**src/rtl/card_match_ctrl_pkg.sv**
```systemverilog
// Shared types, FSM states and default sizing for the card-matching game controller.
package card_pkg;
   localparam int NUM_CARDS   = 36;
   localparam int NUM_PAIRS   = 18;
   localparam int SHOW_CYCLES = 25_000_000;

   typedef logic [5:0] card_addr_t;
   typedef logic [4:0] card_val_t;

   typedef enum logic [2:0] {
      PICK1 = 3'd0,
      READ1 = 3'd1,
      PICK2 = 3'd2,
      READ2 = 3'd3,
      CMP   = 3'd4,
      SHOW  = 3'd5,
      DONE  = 3'd6
   } state_t;
endpackage

```
**src/rtl/card_match_ctrl_btn_edge.sv**
```systemverilog
// Registered rising-edge detector for the debounced select button.
module btn_edge (
   input  logic clock,
   input  logic reset,
   input  logic a,
   output logic press
);
   logic a_prev;

   // Reset to 1 so a button already held during reset is not seen as a press.
   always_ff @(posedge clock) begin
      if (reset) a_prev <= 1'b1;
      else       a_prev <= a;
   end

   assign press = a & ~a_prev;
endmodule

```
**src/rtl/card_match_ctrl.sv**
```systemverilog
// Turn/compare controller for a 6x6 memory-matching game; card memory is external.
// Optional build macro MOVE_COUNTER_EN adds a saturating 8-bit 'moves' output.
module card_match_ctrl
   import card_pkg::state_t;
   import card_pkg::card_val_t;
   import card_pkg::PICK1;
   import card_pkg::READ1;
   import card_pkg::PICK2;
   import card_pkg::READ2;
   import card_pkg::CMP;
   import card_pkg::SHOW;
   import card_pkg::DONE;
#(
   parameter int NUM_CARDS   = card_pkg::NUM_CARDS,
   parameter int NUM_PAIRS   = card_pkg::NUM_PAIRS,
   parameter int SHOW_CYCLES = card_pkg::SHOW_CYCLES
) (
   input  logic                 clock,
   input  logic                 reset,
   input  logic                 A,
   input  logic [5:0]           cursor,
   output logic [5:0]           rAddr,
   input  logic [4:0]           rData,
   output logic [5:0]           card1Addr,
   output logic [5:0]           card2Addr,
   output logic                 card1Up,
   output logic                 card2Up,
   output logic [NUM_CARDS-1:0] matched,
   output logic [4:0]           pairs,
   output logic                 busy,
   output logic                 GO
`ifdef MOVE_COUNTER_EN
   ,
   output logic [7:0]           moves
`endif
);
   localparam logic [5:0]  LAST_SLOT   = 6'(NUM_CARDS - 1);
   localparam logic [4:0]  PAIRS_TOTAL = 5'(NUM_PAIRS);
   localparam logic [24:0] SHOW_LOAD   = 25'(SHOW_CYCLES - 1);

   state_t      state;
   card_val_t   value1;
   card_val_t   value2;
   logic [24:0] timer;
   logic        press;
   logic        slot_free;
   logic        pick_ok;

   btn_edge u_btn (
      .clock (clock),
      .reset (reset),
      .a     (A),
      .press (press)
   );

   // The range check short-circuits the matched lookup for off-board cursors.
   assign slot_free = (cursor <= LAST_SLOT) && !matched[cursor];
   assign pick_ok   = press && slot_free &&
                      ((state == PICK1) || ((state == PICK2) && (cursor != card1Addr)));

   always_comb begin
      rAddr = cursor;
      if (state == READ1)      rAddr = card1Addr;
      else if (state == READ2) rAddr = card2Addr;
   end

   assign busy = !((state == PICK1) || (state == PICK2) || (state == DONE));
   assign GO   = (state == DONE);

   always_ff @(posedge clock) begin
      if (reset) begin
         state     <= PICK1;
         card1Addr <= '0;
         card2Addr <= '0;
         card1Up   <= 1'b0;
         card2Up   <= 1'b0;
         matched   <= '0;
         pairs     <= '0;
         value1    <= '0;
         value2    <= '0;
         timer     <= '0;
      end else begin
         case (state)
            PICK1: if (pick_ok) begin
               card1Addr <= cursor;
               card1Up   <= 1'b1;
               state     <= READ1;
            end
            READ1: begin
               value1 <= rData;
               state  <= PICK2;
            end
            PICK2: if (pick_ok) begin
               card2Addr <= cursor;
               card2Up   <= 1'b1;
               state     <= READ2;
            end
            READ2: begin
               value2 <= rData;
               state  <= CMP;
            end
            CMP: if (value1 == value2) begin
               matched[card1Addr] <= 1'b1;
               matched[card2Addr] <= 1'b1;
               card1Up            <= 1'b0;
               card2Up            <= 1'b0;
               if (pairs != PAIRS_TOTAL) pairs <= pairs + 5'd1;
               state <= ((pairs + 5'd1) >= PAIRS_TOTAL) ? DONE : PICK1;
            end else begin
               timer <= SHOW_LOAD;
               state <= SHOW;
            end
            // Timer counts SHOW_LOAD..0, giving exactly SHOW_CYCLES cycles here.
            SHOW: if (timer == '0) begin
               card1Up <= 1'b0;
               card2Up <= 1'b0;
               state   <= PICK1;
            end else begin
               timer <= timer - 25'd1;
            end
            DONE:    state <= DONE;
            default: state <= PICK1;
         endcase
      end
   end

`ifdef MOVE_COUNTER_EN
   // A move is counted on each entry into CMP, i.e. while leaving READ2.
   always_ff @(posedge clock) begin
      if (reset)                                 moves <= '0;
      else if ((state == READ2) && (moves != 8'hFF)) moves <= moves + 8'd1;
   end
`endif
endmodule

```
**config.mk**
```make
export PLATFORM = sky130hd
export DESIGN_NAME = card_match_ctrl
export DESIGN_NICKNAME = d
export VERILOG_FILES = /design/src/rtl/card_match_ctrl_pkg.sv /design/src/rtl/card_match_ctrl_btn_edge.sv /design/src/rtl/card_match_ctrl.sv
export SDC_FILE = /design/constraint.sdc
export NUM_CORES = 1
export LEC_CHECK = 0
export BUFFER_PORTS_ARGS = -buffer_cell sky130_fd_sc_hd__buf_2
export CAP_MARGIN = 10
export CELL_PAD_IN_SITES_DETAIL_PLACEMENT = 1
export CELL_PAD_IN_SITES_GLOBAL_PLACEMENT = 1
export CORE_MARGIN = 1.5
export CORE_UTILIZATION = 46
export DETAILED_ROUTE_END_ITERATION = 16
export PLACE_DENSITY_LB_ADDON = 0.1
export SLEW_MARGIN = 10
export SYNTH_ARGS = -nofsm -noshare
export SYNTH_HDL_FRONTEND = slang
export SYNTH_SLANG_ARGS = --single-unit
```
**constraint.sdc**
```tcl
create_clock -name clock -period 4.9 [get_ports clock]
set_clock_uncertainty 0.2 [all_clocks]
set_input_delay 0.245 -clock clock [delete_from_list [all_inputs] [get_ports clock]]
set_output_delay 0.245 -clock clock [all_outputs]
set_load 0.02 [all_outputs]
```
==> results.py, run 1 <==
metrics = {
    "timing": {
        "rsz0062_at_grt": "no",
        "slew_violations": 0,
        "hold_viol_final": 0,
        "clock.fmax_ghz": 0.3004,
        "final.setup.tns_ns": 0,
        "setup_viol": 0,
        "post-route-min-period_ns": 3.329,
        "fin_crit_sh_pct": 67.94,
        "worst_pin_slew_ns": 0.9724,
        "whs_ns": 0.04013,
        "maxSlewHeadroom_pct": 34.26,
    },
    "placement": {
        "hpwl_mm": 10.20,
        "port_buffers": 76,
        "routabilityCongestion": 0.8795,
        "placedCellCount": 741,
        "place_area_sq_um": 5201,
    },
    "final_layout": {
        "diodes": 0,
        "stdcell_area_sq_um": 5453,
        "instances_no_fill": 763,
        "n_fill_cell": 1258,
        "drive_above_1_share_pct": 19.30,
        "area_growth_pct": 13.11,
        "fin_nets": 640,
        "final_common_cell": "dfxtp_1",
        "layout_common_cells": "dfxtp_1 (94), buf_2 (76), nor2_1 (61)",
    },
    "setup_path": {
        "max_stage_delay_ns": 0.65,
        "end_kind": "register",
        "crit_chain": "or4_1 > or3_4 > o41a_4 > o211ai_2 > nor3_1 > a311oi_2",
        "critPathMaxFanout": 21,
        "worstPathArrival_ns": 3.41,
        "cp_top_family": "compound AO/OA/AOI/OAI gates",
        "crit_buf_inv": 0,
        "startpoint_type": "register",
        "slowest_stage": "or4_1",
        "required_ns": 4.98,
        "critical_path_class": "reg2reg",
    },
    "synthesis": {
        "syn_inst": 569,
        "async_flop_share_pct": 0,
        "synth.net_count": 587,
        "netlist_area_sq_um": 4821,
        "avgSynthCellArea_sq_um": 8.473,
        "synth_enable_flop_cells": 0,
        "synth-seq-cells": 94,
        "synth_cell_types": 58,
        "yosys_warnings": 0,
        "ys_seq_area_share_pct": 39.03,
        "synth_flop_cell": "dfxtp_1",
    },
    "power_and_ir_drop": {
        "vdd_drop_max_mv": 0.1112,
        "total_power_uw": 1379,
        "power_density_nw_per_um2": 252.9,
        "total_leakage_power_uw": 0.002171,
    },
    "detailed_routing": {
        "routed_via_density": 6.024,
        "vias": 4596,
        "drc": 0,
        "wirelength_mm": 14.63,
        "first_pass_iters": 4,
        "postRouteAntennaNets": 0,
        "drt_iter0_markers": 234,
        "wl_per_cell_um": 19.17,
    },
    "cts": {
        "ctsResizeCount": 0,
        "cts_root_buffer": "clkbuf_8",
        "cts.sinks": 94,
        "hold_buffers": 6,
        "post_cts_buffers": 0,
        "cts_tree": "yes",
        "numCtsBuffers": 9,
        "insertion_delay_ns": 0.37,
        "htree_levels": 3,
        "path_clk_slew_ns": 0.10,
        "clk_path_buf_depth": 2,
    },
    "global_routing": {
        "grt_util_all_layers_pct": 26.98,
        "grt_first_pass_wirelength_mm": 23.89,
        "overflow": 0,
        "grt_pass1_vias": 4642,
        "antenna_found_initial": 0,
        "grt_max_degree": 79,
    },
    "die": {
        "core_sq_um": 10230,
        "io_pins": 77,
        "std_cell_rows": 37,
        "start_util_pct": 47.12,
        "fp.dieW_um": 105.4,
        "die_h_um": 105.4,
        "design.die.area_sq_um": 11100,
    },
    "flow_run": {
        "cap_violations": 0,
    },
    "outcome": {
        "status": "complete, no violations",
    },
    "min_path": {
        "min_path_type": "in2reg",
    },
}
==> registers in the layout, summed over array words and instances (netlist names) <==
| signal | cells |
|---|---|
| card1Addr | 6 |
| card1Up | 1 |
| card2Addr | 6 |
| card2Up | 1 |
| matched | 36 |
| pairs | 5 |
| state | 3 |
| timer | 25 |
| u_btn.a_prev | 1 |
| value1 | 5 |
| value2 | 5 |
==> stage by stage <==
stage / setup slack, ns / util (%)
global placement: 1.716 / 50.84
floorplan: 2.157 / -
finish: 1.571 / 53.30
CTS: 1.584 / 53.30
global route: 1.377 / 53.30
detailed placement: 1.621 / 50.84
==> final cells by class <==
type                    count  area (sq um)  share of cell area, %
inverters                  12         45.04                 0.8261
well taps                 136         170.2                  3.121
multi-input cells         420          2701                  49.54
flip-flops and latches     94          1882                  34.51
clock buffers              11         131.4                  2.409
repair buffers             85         462.9                  8.490
clock inverters             5         60.06                  1.101
==> worst paths after layout <==
| check | endpoint | slack [ns] | startpoint | cells after the start |
|---|---|---|---|---|
| worst max-delay path | timer[20]$_SDFFE_PP0P_ | 1.57 | timer[3]$_SDFFE_PP0P_ | 6 |
| worst min-delay path | card1Addr[4]$_SDFFE_PP0P_ | 0.04 | cursor[4] | 3 |
| worst max register to register | timer[20]$_SDFFE_PP0P_ | 1.57 | timer[3]$_SDFFE_PP0P_ | 6 |
| worst min register to register | timer[23]$_SDFFE_PP0P_ | 0.29 | timer[23]$_SDFFE_PP0P_ | 2 |
==> per-layer routing <==
layer | GRT usage [%] | vias up | share of wire, %
met1 | 32.83 | 2271 | 43
met3 | 3.216 | 27 | 3.2
met2 | 47.20 | 96 | 51
met4 | 12.92 | 0 | 2.9
met5 | 0 | - | 0
li1 | - | 2202 | -
==> where the power goes <==
group / internal (uW) / leakage [uW] / switching (uW)
Sequential: 767 / 0.000757 / 7.03
Combinational: 29.8 / 0.00132 / 53.6
Clock: 238 / 0.0000935 / 284
==> cells in the mapped netlist, drive strengths merged (2+ instances only) <==
cell type / number / area, sq um
xnor2: 11 / 96.34
nor4b: 2 / 17.52
nand4: 2 / 12.51
nor4: 6 / 37.54
nor2b: 2 / 12.51
a31o: 2 / 17.52
or3b: 7 / 61.31
buf: 12 / 82.57
o211ai: 2 / 20.02
a311oi: 2 / 23.77
or2: 4 / 25.02
nor2: 61 / 229.0
inv: 11 / 41.29
nor3: 9 / 45.04
nand3: 8 / 40.04
o311ai: 2 / 17.52
a211oi: 4 / 30.03
mux2i: 38 / 380.4
and3: 2 / 12.51
or4: 10 / 75.07
o31ai: 6 / 45.04
dfxtp: 94 / 1882
a21oi: 57 / 285.3
clkbuf: 31 / 116.4
o22ai: 36 / 225.2
nand2b: 5 / 31.28
nand3b: 11 / 82.58
mux4: 5 / 112.6
ha: 4 / 50.05
o21ai: 28 / 140.1
or3: 21 / 136.4
xor2: 5 / 43.79
a31oi: 12 / 75.07
o41ai: 2 / 17.52
nand2: 38 / 142.6
o21a: 2 / 15.01
==> cell families (layout without fill, tap and decap cells) <==
logic type                 Yosys count  count (layout)  share of synthesized area, %
AOI/OAI and AO/OA                  166             166                         21.23
xor gates and xnor gates            16              16                         2.907
DFF                                 94              94                         39.03
adders and majority gates            4               4                         1.038
muxes                               43              43                         10.23
and+or+nand+nor                    191             191                         20.50
buffers and inverters               55             113                         5.061
==> tightest hold or removal path, stage by stage <==
cell	delay, ns
buf_2	0.15
nand2_1	0.09
mux2i_1	0.06
(Power assumes the default switching activity.)
==> run 2, diff against run 1 <==
--- a/config.mk
+++ b/config.mk
@@ -10,7 +10,7 @@
 export CELL_PAD_IN_SITES_DETAIL_PLACEMENT = 1
 export CELL_PAD_IN_SITES_GLOBAL_PLACEMENT = 1
 export CORE_MARGIN = 1.5
-export CORE_UTILIZATION = 46
+export CORE_UTILIZATION = 38
 export DETAILED_ROUTE_END_ITERATION = 16
 export PLACE_DENSITY_LB_ADDON = 0.1
 export SLEW_MARGIN = 10
==> constraint.sdc (replaced) <==
create_clock -name clock -period 2.8 [get_ports clock]
set_clock_uncertainty 0.2 [all_clocks]
set_input_delay 0.14 -clock clock [delete_from_list [all_inputs] [get_ports clock]]
set_output_delay 0.14 -clock clock [all_outputs]
set_load 0.02 [all_outputs]
==> run 2 against run 1 <==
Compared with the run above:
- critical path depth increased by 1
- utilization decreased by 5.9 points
- largest cell class unchanged
- critical path type unchanged
- combinational power rose by 97%
==> results.py, run 2 (same netlist as run 1, synthesis figures left out) <==
metrics = {
    "die": {
        "core_sq_um": 12210,
        "io_pins": 77,
        "std_cell_rows": 40,
        "die_h_um": 115.6,
        "start_util_pct": 39.48,
        "fp.dieW_um": 115.6,
        "design.die.area_sq_um": 13370,
    },
    "setup_path": {
        "required_ns": 2.80,
        "critical_path_class": "reg2reg",
        "end_kind": "register",
        "critPathMaxFanout": 6,
        "worstPathArrival_ns": 2.71,
        "startpoint_type": "register",
    },
    "timing": {
        "maxSlewHeadroom_pct": 44.05,
        "fin_crit_sh_pct": 96.55,
        "clock.fmax_ghz": 0.3699,
        "slew_violations": 0,
        "hold_viol_final": 0,
        "setup_viol": 0,
        "final.setup.tns_ns": 0,
        "rsz0062_at_grt": "no",
        "worst_pin_slew_ns": 0.8336,
        "whs_ns": 0.03072,
        "post-route-min-period_ns": 2.703,
    },
    "detailed_routing": {
        "drc": 0,
        "postRouteAntennaNets": 0,
        "wl_met1_mm": 6.284,
        "wl_per_cell_um": 18.55,
        "top_layer": "met4",
        "vias": 4642,
        "wl_met2_mm": 7.897,
        "route.met3.wl_um": 527,
        "drt_iter0_markers": 263,
        "wirelength_mm": 15.06,
        "first_pass_iters": 4,
        "routed_via_density": 5.717,
    },
    "placement": {
        "placedCellCount": 787,
        "routabilityCongestion": 0.7976,
        "port_buffers": 76,
        "hpwl_mm": 10.44,
    },
    "final_layout": {
        "regMostFlops": "matched",
        "fin_util_pct": 47.41,
        "fin_nets": 659,
        "largest_reg_flops": 36,
        "layout_common_cells": "dfxtp_1 (94), buf_2 (77), nor2_1 (61)",
        "area_growth_pct": 20.09,
        "final_common_cell": "dfxtp_1",
        "reg_top3": "matched: 36 flops, timer: 25 flops",
        "instances_no_fill": 812,
        "drive_above_1_share_pct": 21.89,
        "diodes": 0,
        "n_fill_cell": 1495,
    },
    "cts": {
        "cts_tree": "yes",
        "cts_root_buffer": "clkbuf_16",
        "insertion_delay_ns": 0.35,
        "htree_levels": 3,
        "cts.sinks": 94,
        "clk_path_buf_depth": 2,
        "path_clk_slew_ns": 0.06,
        "numCtsBuffers": 9,
    },
    "power_and_ir_drop": {
        "total_power_uw": 2741,
        "total_leakage_power_uw": 0.002322,
        "power_density_nw_per_um2": 473.5,
        "vdd_drop_max_mv": 0.2480,
    },
    "global_routing": {
        "grt_util_all_layers_pct": 23.32,
        "overflow": 0,
        "grt_pass1_vias": 4702,
        "grt_first_pass_wirelength_mm": 24.17,
        "antenna_found_initial": 0,
        "grt_max_degree": 54,
    },
    "flow_run": {
        "cap_violations": 0,
    },
    "min_path": {
        "min_path_type": "in2reg",
    },
    "outcome": {
        "status": "complete, no violations",
    },
}
[run 2: per-stage QoR]
stage               instance area (sq um)  setup WS [ns]
CTS                                  5727        0.02185
detailed placement                   5359        0.03147
finish                               5789        0.09660
global route                         5789       0.008571
floorplan                            4821        0.05673
global placement                     5359        0.08952
[run 2: path summary, 6_finish.rpt]
| path | startpoint | endpoint | slack (ns) | cells past startpoint |
|---|---|---|---|---|
| max | timer[4]$_SDFFE_PP0P_ | timer[22]$_SDFFE_PP0P_ | 0.1 | 7 |
| min | cursor[2] | card2Addr[2]$_SDFFE_PP0P_ | 0.03 | 3 |
| min reg2reg | timer[23]$_SDFFE_PP0P_ | timer[23]$_SDFFE_PP0P_ | 0.27 | 2 |
| max reg2reg | timer[4]$_SDFFE_PP0P_ | timer[22]$_SDFFE_PP0P_ | 0.1 | 7 |
[run 2: layout make-up]
type / instances / area, sq um / share of cell area [%]
Inverter: 12 / 45.04 / 0.7780
Multi-Input combinational cell: 421 / 2748 / 47.46
Timing Repair Buffer: 103 / 616.8 / 10.65
Clock buffer: 10 / 239.0 / 4.128
Clock inverter: 4 / 48.80 / 0.8429
Sequential cell: 94 / 1882 / 32.50
Tap cell: 168 / 210.2 / 3.631
[run 2: worst max-delay path, cell delays in order, from the launching register on]
cell and delay, ns:
dfxtp_1 0.34, or4_1 0.53, or3_4 0.39, o41a_4 0.50, o211ai_4 0.19, buf_2 0.20
or4_1 0.12, a31oi_1 0.08
[run 2: report_power, final]
group | switching [uW] | internal (uW) | total [uW] | leakage (uW)
Clock | 518 | 705 | 1220 | 0.000144
Combinational | 102 | 62.7 | 164 | 0.00142
Sequential | 10.9 | 1340 | 1350 | 0.000757
[run 2: what timing repair did]
action / in CTS / in global routing
hold buffers: 8 / 0
resized for setup: 0 / 7
hold endpoints to repair: 15 / 0
setup endpoints to repair: 0 / 13
buffers inserted: 0 / 1
[run 2: routing by layer]
metal	global-route usage (%)	up-vias
met1	27.10	2282
met4	7.805	0
li1	-	2238
met2	42.56	95
met3	4.969	27
met5	0	-
